$ cat src/rtl/demux_pkg.sv
// Shared definitions for the 1-to-2 packet demultiplexer.
//   state_t    : packet-routing FSM state (IDLE between packets, BUSY mid-packet)
//   ROUTE_OUT0 : route code selecting branch 0
//   ROUTE_OUT1 : route code selecting branch 1
package demux_pkg;

  typedef enum logic [0:0] {
    ST_IDLE = 1'b0,
    ST_BUSY = 1'b1
  } state_t;

  localparam logic ROUTE_OUT0 = 1'b0;
  localparam logic ROUTE_OUT1 = 1'b1;

endpackage

$ cat src/rtl/stream_slot.sv
// One-entry valid/ready output register.
// Ports:
//   clk, rst_n      : clock, synchronous active-low reset
//   load            : write load_data/load_last into the slot this cycle
//   load_data/last  : beat to store
//   ready           : downstream accepts the held beat
//   valid/data/last : registered beat presented downstream
//   free            : slot can take a beat this cycle (empty, or draining now)
module stream_slot #(
  parameter int DW = 8
) (
  input  logic          clk,
  input  logic          rst_n,
  input  logic          load,
  input  logic [DW-1:0] load_data,
  input  logic          load_last,
  input  logic          ready,
  output logic          valid,
  output logic [DW-1:0] data,
  output logic          last,
  output logic          free
);

  logic          vld_p1;
  logic [DW-1:0] data_p1;
  logic          last_p1;

  assign free  = !vld_p1 || ready;
  assign valid = vld_p1;
  assign data  = data_p1;
  assign last  = last_p1;

  // Output register stage: a load wins over a drain, so a simultaneous
  // drain+load keeps the slot full with the new beat. Without a load the
  // held beat stays put until the downstream takes it.
  always_ff @(posedge clk) begin
    if (!rst_n) begin
      vld_p1  <= 1'b0;
      data_p1 <= '0;
      last_p1 <= 1'b0;
    end else if (load) begin
      vld_p1  <= 1'b1;
      data_p1 <= load_data;
      last_p1 <= load_last;
    end else if (ready) begin
      vld_p1  <= 1'b0;
    end
  end

endmodule

$ cat src/rtl/demux1to2_stream.sv
// Registered 1-to-2 packet demultiplexer.
// The route is taken from in_sel on the first beat of a packet and held
// until the in_last beat is accepted. Each branch has a one-entry output
// register (1-cycle latency, full throughput).
// Ports:
//   clk, rst_n                 : clock, synchronous active-low reset
//   in_data/valid/last/sel     : input stream and packet route (0 -> out0)
//   in_ready                   : input beat accepted when high with in_valid
//   out0_* / out1_*            : branch streams (data, valid, last, ready)
//   busy                       : a packet is mid-flight
//   pkt_cnt0 / pkt_cnt1        : completed-packet counters (wrapping), only
//                                present when DEMUX_CNT_EN is defined
module demux1to2_stream
  import demux_pkg::*;
#(
  parameter int DW = 8,
  parameter int CW = 16
) (
  input  logic          clk,
  input  logic          rst_n,
  input  logic [DW-1:0] in_data,
  input  logic          in_valid,
  input  logic          in_last,
  input  logic          in_sel,
  output logic          in_ready,
  output logic [DW-1:0] out0_data,
  output logic          out0_valid,
  output logic          out0_last,
  input  logic          out0_ready,
  output logic [DW-1:0] out1_data,
  output logic          out1_valid,
  output logic          out1_last,
  input  logic          out1_ready,
  output logic          busy
`ifdef DEMUX_CNT_EN
  ,
  output logic [CW-1:0] pkt_cnt0,
  output logic [CW-1:0] pkt_cnt1
`endif
);

  if (DW < 1 || CW < 1) begin : g_param_chk
    $error("demux1to2_stream: DW and CW must be at least 1");
  end

  state_t state_q;
  logic   sel_q;
  logic   route;
  logic   accept;
  logic   free0;
  logic   free1;
  logic   load0;
  logic   load1;

  // Mid-packet the latched route wins, so in_sel toggling on later beats
  // cannot split a packet across branches.
  assign route    = (state_q == ST_BUSY) ? sel_q : in_sel;
  assign in_ready = (route == ROUTE_OUT1) ? free1 : free0;
  assign accept   = in_valid && in_ready;
  assign load0    = accept && (route == ROUTE_OUT0);
  assign load1    = accept && (route == ROUTE_OUT1);
  assign busy     = (state_q == ST_BUSY);

  // Packet FSM: a single-beat packet never leaves IDLE.
  always_ff @(posedge clk) begin
    if (!rst_n) begin
      state_q <= ST_IDLE;
      sel_q   <= ROUTE_OUT0;
    end else if (accept) begin
      if (state_q == ST_IDLE && !in_last) begin
        state_q <= ST_BUSY;
        sel_q   <= in_sel;
      end else if (state_q == ST_BUSY && in_last) begin
        state_q <= ST_IDLE;
      end
    end
  end

  stream_slot #(.DW(DW)) u_slot0 (
    .clk       (clk),
    .rst_n     (rst_n),
    .load      (load0),
    .load_data (in_data),
    .load_last (in_last),
    .ready     (out0_ready),
    .valid     (out0_valid),
    .data      (out0_data),
    .last      (out0_last),
    .free      (free0)
  );

  stream_slot #(.DW(DW)) u_slot1 (
    .clk       (clk),
    .rst_n     (rst_n),
    .load      (load1),
    .load_data (in_data),
    .load_last (in_last),
    .ready     (out1_ready),
    .valid     (out1_valid),
    .data      (out1_data),
    .last      (out1_last),
    .free      (free1)
  );

`ifdef DEMUX_CNT_EN
  // Completed-packet counters: count last beats as they leave each branch.
  always_ff @(posedge clk) begin
    if (!rst_n) begin
      pkt_cnt0 <= '0;
      pkt_cnt1 <= '0;
    end else begin
      if (out0_valid && out0_ready && out0_last) pkt_cnt0 <= pkt_cnt0 + CW'(1);
      if (out1_valid && out1_ready && out1_last) pkt_cnt1 <= pkt_cnt1 + CW'(1);
    end
  end
`endif

endmodule

$ cat config.mk
export PLATFORM = sky130hd
export DESIGN_NAME = demux1to2_stream
export DESIGN_NICKNAME = d
export VERILOG_FILES = /design/src/rtl/demux_pkg.sv /design/src/rtl/stream_slot.sv /design/src/rtl/demux1to2_stream.sv
export SDC_FILE = /design/constraint.sdc
export NUM_CORES = 1
export LEC_CHECK = 0
export BUFFER_PORTS_ARGS = -buffer_cell sky130_fd_sc_hd__buf_2
export CAP_MARGIN = 20
export CORE_MARGIN = 2
export CORE_UTILIZATION = 50
export CTS_CLUSTER_SIZE = 24
export DETAILED_ROUTE_END_ITERATION = 8
export MAX_ROUTING_LAYER = met4
export PLACE_DENSITY = 0.93
export SETUP_SLACK_MARGIN = 0.02
export SLEW_MARGIN = 10
export SYNTH_ARGS = -nofsm -noshare
export SYNTH_HDL_FRONTEND = slang
export SYNTH_HIERARCHICAL = 1
export SYNTH_SLANG_ARGS = --single-unit
export TNS_END_PERCENT = 50
$ cat constraint.sdc
create_clock -name clk -period 3.2 [get_ports clk]
set_input_delay 0.16 -clock clk [delete_from_list [all_inputs] [get_ports clk]]
set_output_delay 0.16 -clock clk [all_outputs]
set_load 0.02 [all_outputs]
Word level (Yosys, flattened, before mapping)
Index checks and enable logic that the tools add are counted.
{ "totals": {"register_bits": 22, "output_inout_bits": 22, "wordCells": 33, "inputBits": 15} }
{ "op_classes": {"bitwise": 2, "n_mux": 8, "reduce_logical": 15} }
{ "ops": {"columns": ["op", "count"], "rows": [
  ["$mux 1", 8],
  ["$reduce_bool 2->1", 3],
  ["$logic_and 1x1->1", 5],
  ["$reduce_and 2->1", 2],
  ["$logic_not 1->1", 3],
  ["$logic_or 1x1->1", 2],
  ["$not 1->1", 2]
]} }

Longest topological paths before layout
Gate-level depths: netlist of the first run.
{ "logic_depth": {"ltp_word": 6, "ltp_mapped": 6, "depth_no_buf": 5} }

Modules after synthesis
Netlist of the first run, hierarchy kept.
{ "by_module_without_submodules": {"columns": ["module", "area_each_um2", "cells_per_inst", "instances", "seq_area_each_um2"], "rows": [
  ["stream_slot", 375.4, 32, 2, 200.2],
  ["demux1to2_stream", 191.4, 24, 1, 40.0]
]} }

Worst setup path after synthesis of the first run
Ideal clock, no wire load.
{ "synth_path": {"path_kind": "register to register", "start": "register state_q, in the netlist busy", "end": "register u_slot0.data_p1[0], in the netlist u_slot0/data[0]", "setup_time_ns": 0.116, "n_path_buf": 1, "stages_incl_launch_ff": 6, "required_time_ns": 3.084, "slack_ns": 1.635, "arrival_ns": 1.449, "period_less_slack_ns": 1.565, "cell_sequence": "dfxtp_1 mux2i_2 and3_2 buf_6 mux2i_1 nor2b_1"} }
{ "synth_via": {"elab_chain_cells": 4, "word_cells_on_any_way": 5, "cone_classes": "mux (2); bitwise (1); reduce/logical (2)"} }
{ "synth_rtl": {"columns": ["element", "line", "source"], "rows": [
  ["from (decl)", "demux1to2_stream.sv:46", "state_t state_q;"],
  ["from (signal assigned)", "demux1to2_stream.sv:67", "state_q <= ST_IDLE;"],
  ["from (signal assigned)", "demux1to2_stream.sv:71", "state_q <= ST_BUSY;"],
  ["from (signal assigned)", "demux1to2_stream.sv:74", "state_q <= ST_IDLE;"],
  ["$mux 1 *", "demux1to2_stream.sv:57", "assign route = (state_q == ST_BUSY) ? sel_q : in_sel;"],
  ["$mux 1", "demux1to2_stream.sv:58", "assign in_ready = (route == ROUTE_OUT1) ? free1 : free0;"],
  ["$logic_and 1x1->1", "demux1to2_stream.sv:59", "assign accept = in_valid && in_ready;"],
  ["$logic_and 1x1->1 *", "demux1to2_stream.sv:60", "assign load0 = accept && (route == ROUTE_OUT0);"],
  ["named net load0", "demux1to2_stream.sv:52", "logic load0;"],
  ["to (signal assigned)", "stream_slot.sv:43", "data_p1 <= load_data;"],
  ["to (decl)", "stream_slot.sv:25", "logic [DW-1:0] data_p1;"]
]} }
The timed path passes the listed nets; every way through them passes the cells marked *.
A chain may end at the register's enable or synchronous reset.

Final worst setup path of the first run
{ "layout_path": {"start": "register state_q, in the netlist busy", "end": "output in_ready"} }
{ "layout_via": {"elab_chain_cells": 2} }
{ "layout_rtl": {"columns": ["element", "line", "source"], "rows": [
  ["$mux 1", "demux1to2_stream.sv:57", null],
  ["$mux 1", "demux1to2_stream.sv:58", null],
  ["to (decl)", "demux1to2_stream.sv:25", "output logic in_ready,"]
]} }
No other way between the ends.

==> impl_metrics.tcl, run 1 <==
set metrics [dict create \
    ant_nets 0 \
    r2r_end "u_slot0/last" \
    cts_hold_buffers 0 \
    grt_use_total 0.189 \
    cts-buffers-inserted 3 \
    timing.hold.worst.class "input pin to flip-flop" \
    synth_cell_type_count 18 \
    post_route_cells_drive_above_1_share 0.354 \
    floorplan.die_area_um2 2250 \
    setup-tns-final_ps 0 \
    timing.critical_path.max_delay_family "multiplexers" \
    dp.final_hpwl_mm 1.38 \
    insertedDiodeCount 0 \
    post-cts-setup-buffers 0 \
    dr_total_vias 736 \
    nNetsFinal 144 \
    die-height_um 47.4 \
    timing.critical_path.required_ps 3040 \
    tritoncts "yes" \
    worstSetupEndpointType "output port" \
    worst_hold_path.num_cells 3 \
    r2r_slack_ps 1490 \
    holdCritStartpoint "in_data[1]" \
    initial_utilization 0.540 \
    die_w_um 47.4 \
    grt_max_degree 24 \
    power_per_cell_area_nw_per_um2 522 \
    grt_pass1_vias 628 \
    skew_ps 11.3 \
    fin_ws_ps 1320 \
    relSlewSlack 0.727 \
    synthesis.area_um2 942 \
    synth_area_leader "dfxtp_1" \
    overflow 0 \
    period_utilisation_layout 0.588 \
    placeableCoreArea_um2 1750 \
    outcome "completed" \
    critical_path.max_fanout 7 \
    synth_warnings 6 \
    clock_period_minus_worst_slack_ps 1880 \
    setup-violations-final 0 \
    final.fill_count 164 \
    timing.reg2reg.worst_path_depth 4 \
    holdPathEnd "u_slot0/data[1]" \
    power.leakage_nw 0.542 \
    postPlaceCellArea_um2 1140 \
    clk_latency_ps 300 \
    pin_count 37 \
    cp-startpoint "busy" \
    critical_path_depth 3 \
    globalplace.congestion 0.668 \
    maxCapViolations 0 \
    worst_hold_slack_ps 117 \
    std_cell_rows 15 \
    slowest_delay_ps 500 \
    postCtsResizedCells 0 \
    rr_startpoint "busy" \
    final_instance_area_um2 1190 \
    area_growth_pct 26.4 \
    hold_violations 0 \
    ys_ff_latch 22 \
    critPathBufInv 1 \
    grt_pass1_wl_mm 2.94 \
    drt_first_iter_violations 9 \
    vdd_drop_max_uv 303 \
    synth_fp_nets 104 \
    detail_route.vias_per_cell 4.84 \
    netlist_top_cells_area "dfxtp_1 (47%), mux2i_1 (21%), nor2b_1 (12%), buf_6 (2.4%), mux2_2 (2.4%)" \
    crit_path_top_delay_cell "dfxtp_1" \
    pre_cts_ws_ps 1540 \
    worst-endpoint-arrival_ps 1720 \
    htree_levels 1 \
    rsz0062_at_grt "no" \
    routed_wirelength_mm 1.85 \
    critPathLaunchType "flip-flop" \
    worst_path_cell_chain "mux2i_2 > mux2_2 > buf_2" \
    clock_tree.root_cell "clkbuf_4" \
    synthesis.area_per_instance_um2 10.7 \
    crit_type "flip-flop to output port" \
    netlist_instances 88 \
    io_buffer_count 36 \
    grt_antenna_before_repair 0 \
    final-max-slew-violation-count 0 \
    detail_route.wl_per_cell_um 12.2 \
    synth_top_cell_area_share 0.467 \
    tightestPinTransition_ps 409 \
    firstDrtPassIters 4 \
    fmax_mhz 532 \
    path_clk_slew_ps 130 \
    ys_seq_area_frac 0.467 \
    remaining_drc_errors 0 \
    clk_path_buf_depth 2 \
    tritoncts_num_sinks 22 \
]
-- tightest hold or removal path, stage by stage --
cell and delay, ps:
buf_2 90, mux2i_1 60, nor2b_1 90
-- power by group --
part | total, mW | internal [mW] | switching [mW]
clock | 0.209 | 0.126 | 0.0824
sequential | 0.301 | 0.291 | 0.0101
combinational | 0.112 | 0.0498 | 0.0625
-- placed cells by master, fill, tap and decap left out --
cell and n:
buf_2 36, dfxtp_1 22, mux2i_1 20, nor2b_1 18, inv_1 5, nand2_1 3
clkbuf_4 3, mux2_2 2, a31oi_1 2, nand3_1 2, nand3b_1 2, nand2b_1 2
a21boi_0 2, mux2i_2 1, and3_2 1, nor2_1 1, o21ai_0 1, nand4_1 1
ha_1 1, bufinv_16 1, buf_4 1
-- sequential cells by signal (all words and copies together), names as in the netlist --
name / flops
u_slot0/data: 8
u_slot1/data: 8
busy: 1
sel_q: 1
u_slot0/last: 1
u_slot0/valid: 1
u_slot1/last: 1
u_slot1/valid: 1
-- cell usage after synthesis (all sizes together) --
cell	instances
nor2b	18
nand2	3
a21boi	2
a31oi	2
nand3	2
o21ai	1
nor2	1
inv	5
mux2	2
ha	1
nand4	1
dfxtp	22
nand3b	2
and3	1
mux2i	21
buf	2
nand2b	2
-- area by class of cell --
class,count,area (µm²),area share
well taps,25,31.3,0.0263
clock buffers,3,22.5,0.0189
multi-input cells,59,460,0.387
inverters,5,18.8,0.0158
clock inverters,1,30.0,0.0252
flip-flops and latches,22,440,0.370
repair buffers,37,188,0.158
-- worst max path at each step --
stage / end / slack, ps
6_report: in_ready / 1320
5_1_grt: in_ready / 1240
4_1_cts: in_ready / 1320
3_5_place_dp: u_slot0/data[2] / 1540
3_3_place_gp: u_slot1/data[7] / 1650
2_1_floorplan: u_slot0/data[0] / 1630
-- per-layer routing --
| metal | part of all wire | GRT usage |
|---|---|---|
| met5 | 0 | - |
| met4 | 0.0022 | 0.0333 |
| met2 | 0.45 | 0.278 |
| met3 | 0.065 | 0.0453 |
| met1 | 0.48 | 0.266 |
-- through the flow --
stage | util | total power [mW] | instances
floorplan | - | 0.382 | 88
global placement | 0.652 | 0.414 | 148
detailed placement | 0.652 | 0.419 | 148
CTS | 0.682 | 0.627 | 152
global route | 0.682 | 0.649 | 152
finish | 0.682 | 0.622 | 152
-- logic make-up (layout without fill, tap and decap cells) --
group / Yosys count / count (layout) / share of synthesized area
buffers and inverters: 7 / 46 / 0.0438
adder cells (fa/ha/maj): 1 / 1 / 0.0133
AND/OR/NAND/NOR: 30 / 30 / 0.190
AO/OA/AOI/OAI: 5 / 5 / 0.0345
flip-flops: 22 / 22 / 0.467
multiplexers: 23 / 23 / 0.251
No activity file was read; power rests on OpenSTA's default activity.
==> run 2, diff against run 1 <==
ABC_AREA = 1   (was default)
CORE_UTILIZATION = 46   (was 50)
PLACE_DENSITY = 0.88   (was 0.93)
clock period = 1.8 ns   (was 3.2 ns; I/O delays follow)
==> run 2 against run 1 <==
Net effect: utilization decreased by 8.3 points; count of clock-buffer cells in the layout increased by 1; critical path depth increased by 2; clock power increased by 29%; combinational power increased by 140%; worst hold slack got worse by 98 ps; register-to-register slack got worse by 950 ps; synthesized cell count increased by 36%; area after synthesis decreased by 3.5%; sequential cell count unchanged.
==> impl_metrics.tcl, run 2 <==
set metrics [dict create \
    remaining_drc_errors 0 \
    routed.top_layer "met4" \
    firstDrtPassIters 4 \
    tritoncts_num_sinks 22 \
    r2r_end "u_slot1/data[2]" \
    rr_startpoint "busy" \
    muxShareOfSynthArea 0 \
    placeableCoreArea_um2 1920 \
    synth_xor_xnor_area_share 0 \
    slowest_delay_ps 400 \
    synth_area_leader "dfxtp_1" \
    cts_hold_buffers 0 \
    outcome "completed" \
    tritoncts "yes" \
    final.fill_count 178 \
    detail_route.vias_per_cell 4.81 \
    htree_levels 1 \
    netlist_top_cells_area "dfxtp_1 (48%), nor2_1 (17%), o21ai_0 (9.9%), inv_1 (4.5%), nand3_2 (4.4%)" \
    detail_route.wl_per_cell_um 11.0 \
    postCtsResizedCells 0 \
    synth-simple-area-share 0.300 \
    insertedDiodeCount 0 \
    critPathBufInv 2 \
    met1Wirelength_um 895 \
    globalplace.congestion 0.782 \
    post-cts-setup-buffers 0 \
    timing.critical_path.max_delay_family "flip-flops" \
    rsz0062_at_grt "no" \
    tightestPinTransition_ps 302 \
    route.met3.wl_um 146 \
    setup-violations-final 0 \
    timing.critical_path.mode_cell "nand2_2" \
    period_utilisation_layout 0.717 \
    worst_hold_slack_ps 19.3 \
    synth_fp_nets 136 \
    grt_use_total 0.188 \
    synth_compound_area_frac 0.110 \
    detailroute.wirelength.met2_um 979 \
    power_per_cell_area_nw_per_um2 955 \
    r2r_slack_ps 540 \
    clk_path_buf_depth 2 \
    timing.critical_path.required_ps 1710 \
    cts-buffers-inserted 3 \
    clk_latency_ps 310 \
    drt_first_iter_violations 13 \
    post_route_cells_drive_above_1_share 0.338 \
    worst_path_cell_chain "inv_2 > nand2_2 > nand3_2 > nand2_2 > buf_2" \
    relSlewSlack 0.798 \
    crit_path_top_delay_cell "dfxtp_1" \
    final-max-slew-violation-count 0 \
    fmax_mhz 775 \
    timing.reg2reg.worst_path_depth 8 \
    grt_max_degree 23 \
    grt_pass1_vias 815 \
    synth_fa_ha_area_frac 0.0138 \
    number_of_synthesized_flops_with_an_enable_pin 0 \
    cp-startpoint "busy" \
    synthesis.area_per_instance_um2 7.58 \
    overflow 0 \
    synth_warnings 6 \
    ant_nets 0 \
    synthesis.area_um2 910 \
    nNetsFinal 177 \
    die_w_um 48.5 \
    clock_tree.root_cell "clkbuf_4" \
    skew_ps 0.648 \
    dp.final_hpwl_mm 1.57 \
    die-height_um 48.5 \
    dr_total_vias 899 \
    ys_top_cells_by_count "nor2_1 (42), dfxtp_1 (22), o21ai_0 (18)" \
    hold_violations 0 \
    synth_top_cell_area_share 0.484 \
    finish.utilization 0.600 \
    grt_antenna_before_repair 0 \
    critical_path.max_fanout 4 \
    pin_count 37 \
    clock_period_minus_worst_slack_ps 1290 \
    worstSetupEndpointType "output port" \
    synth_cell_type_count 14 \
    synth.most_common_cell "nor2_1" \
    initial_utilization 0.473 \
    vdd_drop_max_uv 537 \
    io_buffer_count 36 \
    final_instance_area_um2 1150 \
    cp-endpoint "in_ready" \
    layout.cells.most_common_list "nor2_1 (42), buf_2 (36), dfxtp_1 (22), o21ai_0 (18), inv_1 (11)" \
    ys_dominant_reg_cell "dfxtp_1" \
    largest_family_of_logic_cells_by_synthesized_area "simple AND/OR/NAND/NOR gates" \
    maxCapViolations 0 \
    timing.hold.worst.class "input pin to flip-flop" \
    power.leakage_nw 0.635 \
    async_reset_ff_frac 0 \
    area_growth_pct 26.7 \
    layout.cells.most_common "nor2_1" \
    critical_path_depth 5 \
    grt_pass1_wl_mm 3.40 \
    critPathLaunchType "flip-flop" \
    std_cell_rows 16 \
    setup-tns-final_ps 0 \
    floorplan.die_area_um2 2350 \
    routed_wirelength_mm 2.05 \
    postPlaceCellArea_um2 1120 \
    path_clk_slew_ps 120 \
    ys_seq_area_frac 0.484 \
    crit_type "flip-flop to output port" \
    ys_ff_latch 22 \
    netlist_instances 120 \
    worst-endpoint-arrival_ps 1200 \
]
[run 2: worst min path at each step]
| stage | slack [ps] | to | start | cells after the start |
|---|---|---|---|---|
| floorplan | 200 | u_slot0/valid | rst_n | 2 |
| global placement | 340 | u_slot0/data[2] | in_data[2] | 3 |
| detailed placement | 340 | u_slot0/data[4] | in_data[4] | 3 |
| CTS | 20 | u_slot1/data[4] | in_data[4] | 3 |
| global route | 20 | u_slot0/data[5] | in_data[5] | 3 |
| finish | 20 | u_slot0/data[4] | in_data[4] | 3 |
[run 2: worst register-to-register path, delay by kind of cell, from the launching register on]
kind / cells / cell delay, ps
buf+inv: 3 / 330
flops: 1 / 400
simple gates: 5 / 430
[run 2: per-stage QoR]
step | total power [mW] | setup slack [ps] | cells
finish | 1.10 | 510 | 187
global route | 1.16 | 416 | 187
CTS | 1.11 | 499 | 187
detailed placement | 0.842 | 556 | 183
global placement | 0.833 | 632 | 183
floorplan | 0.748 | 557 | 120
[run 2: logic make-up (layout without fill, tap and decap cells)]
| group | after synthesis | after routing |
|---|---|---|
| fa+ha+maj | 1 | 1 |
| flops | 22 | 22 |
| compound gates | 20 | 20 |
| buf+inv | 17 | 57 |
| simple gates | 60 | 60 |
[run 2: report_power, final]
group	switching (mW)	internal, mW
Combinational	0.180	0.0926
Clock	0.146	0.124
Sequential	0.0232	0.535
Total	0.349	0.751
[run 2: metal layers]
layer  vias up  GRT usage
met2        31      0.322
met1       408      0.220
met5         -          -
met3         3     0.0340
li1        457          -
met4         0     0.0714
[run 2: area by class of cell]
| type | instances | area (µm²) | share of cell area |
|---|---|---|---|
| multi-input cells | 81 | 385 | 0.334 |
| clock buffers | 4 | 36.3 | 0.0315 |
| flip-flops and latches | 22 | 440 | 0.382 |
| repair buffers | 38 | 195 | 0.169 |
| inverters | 15 | 61.3 | 0.0532 |
| well taps | 27 | 33.8 | 0.0293 |
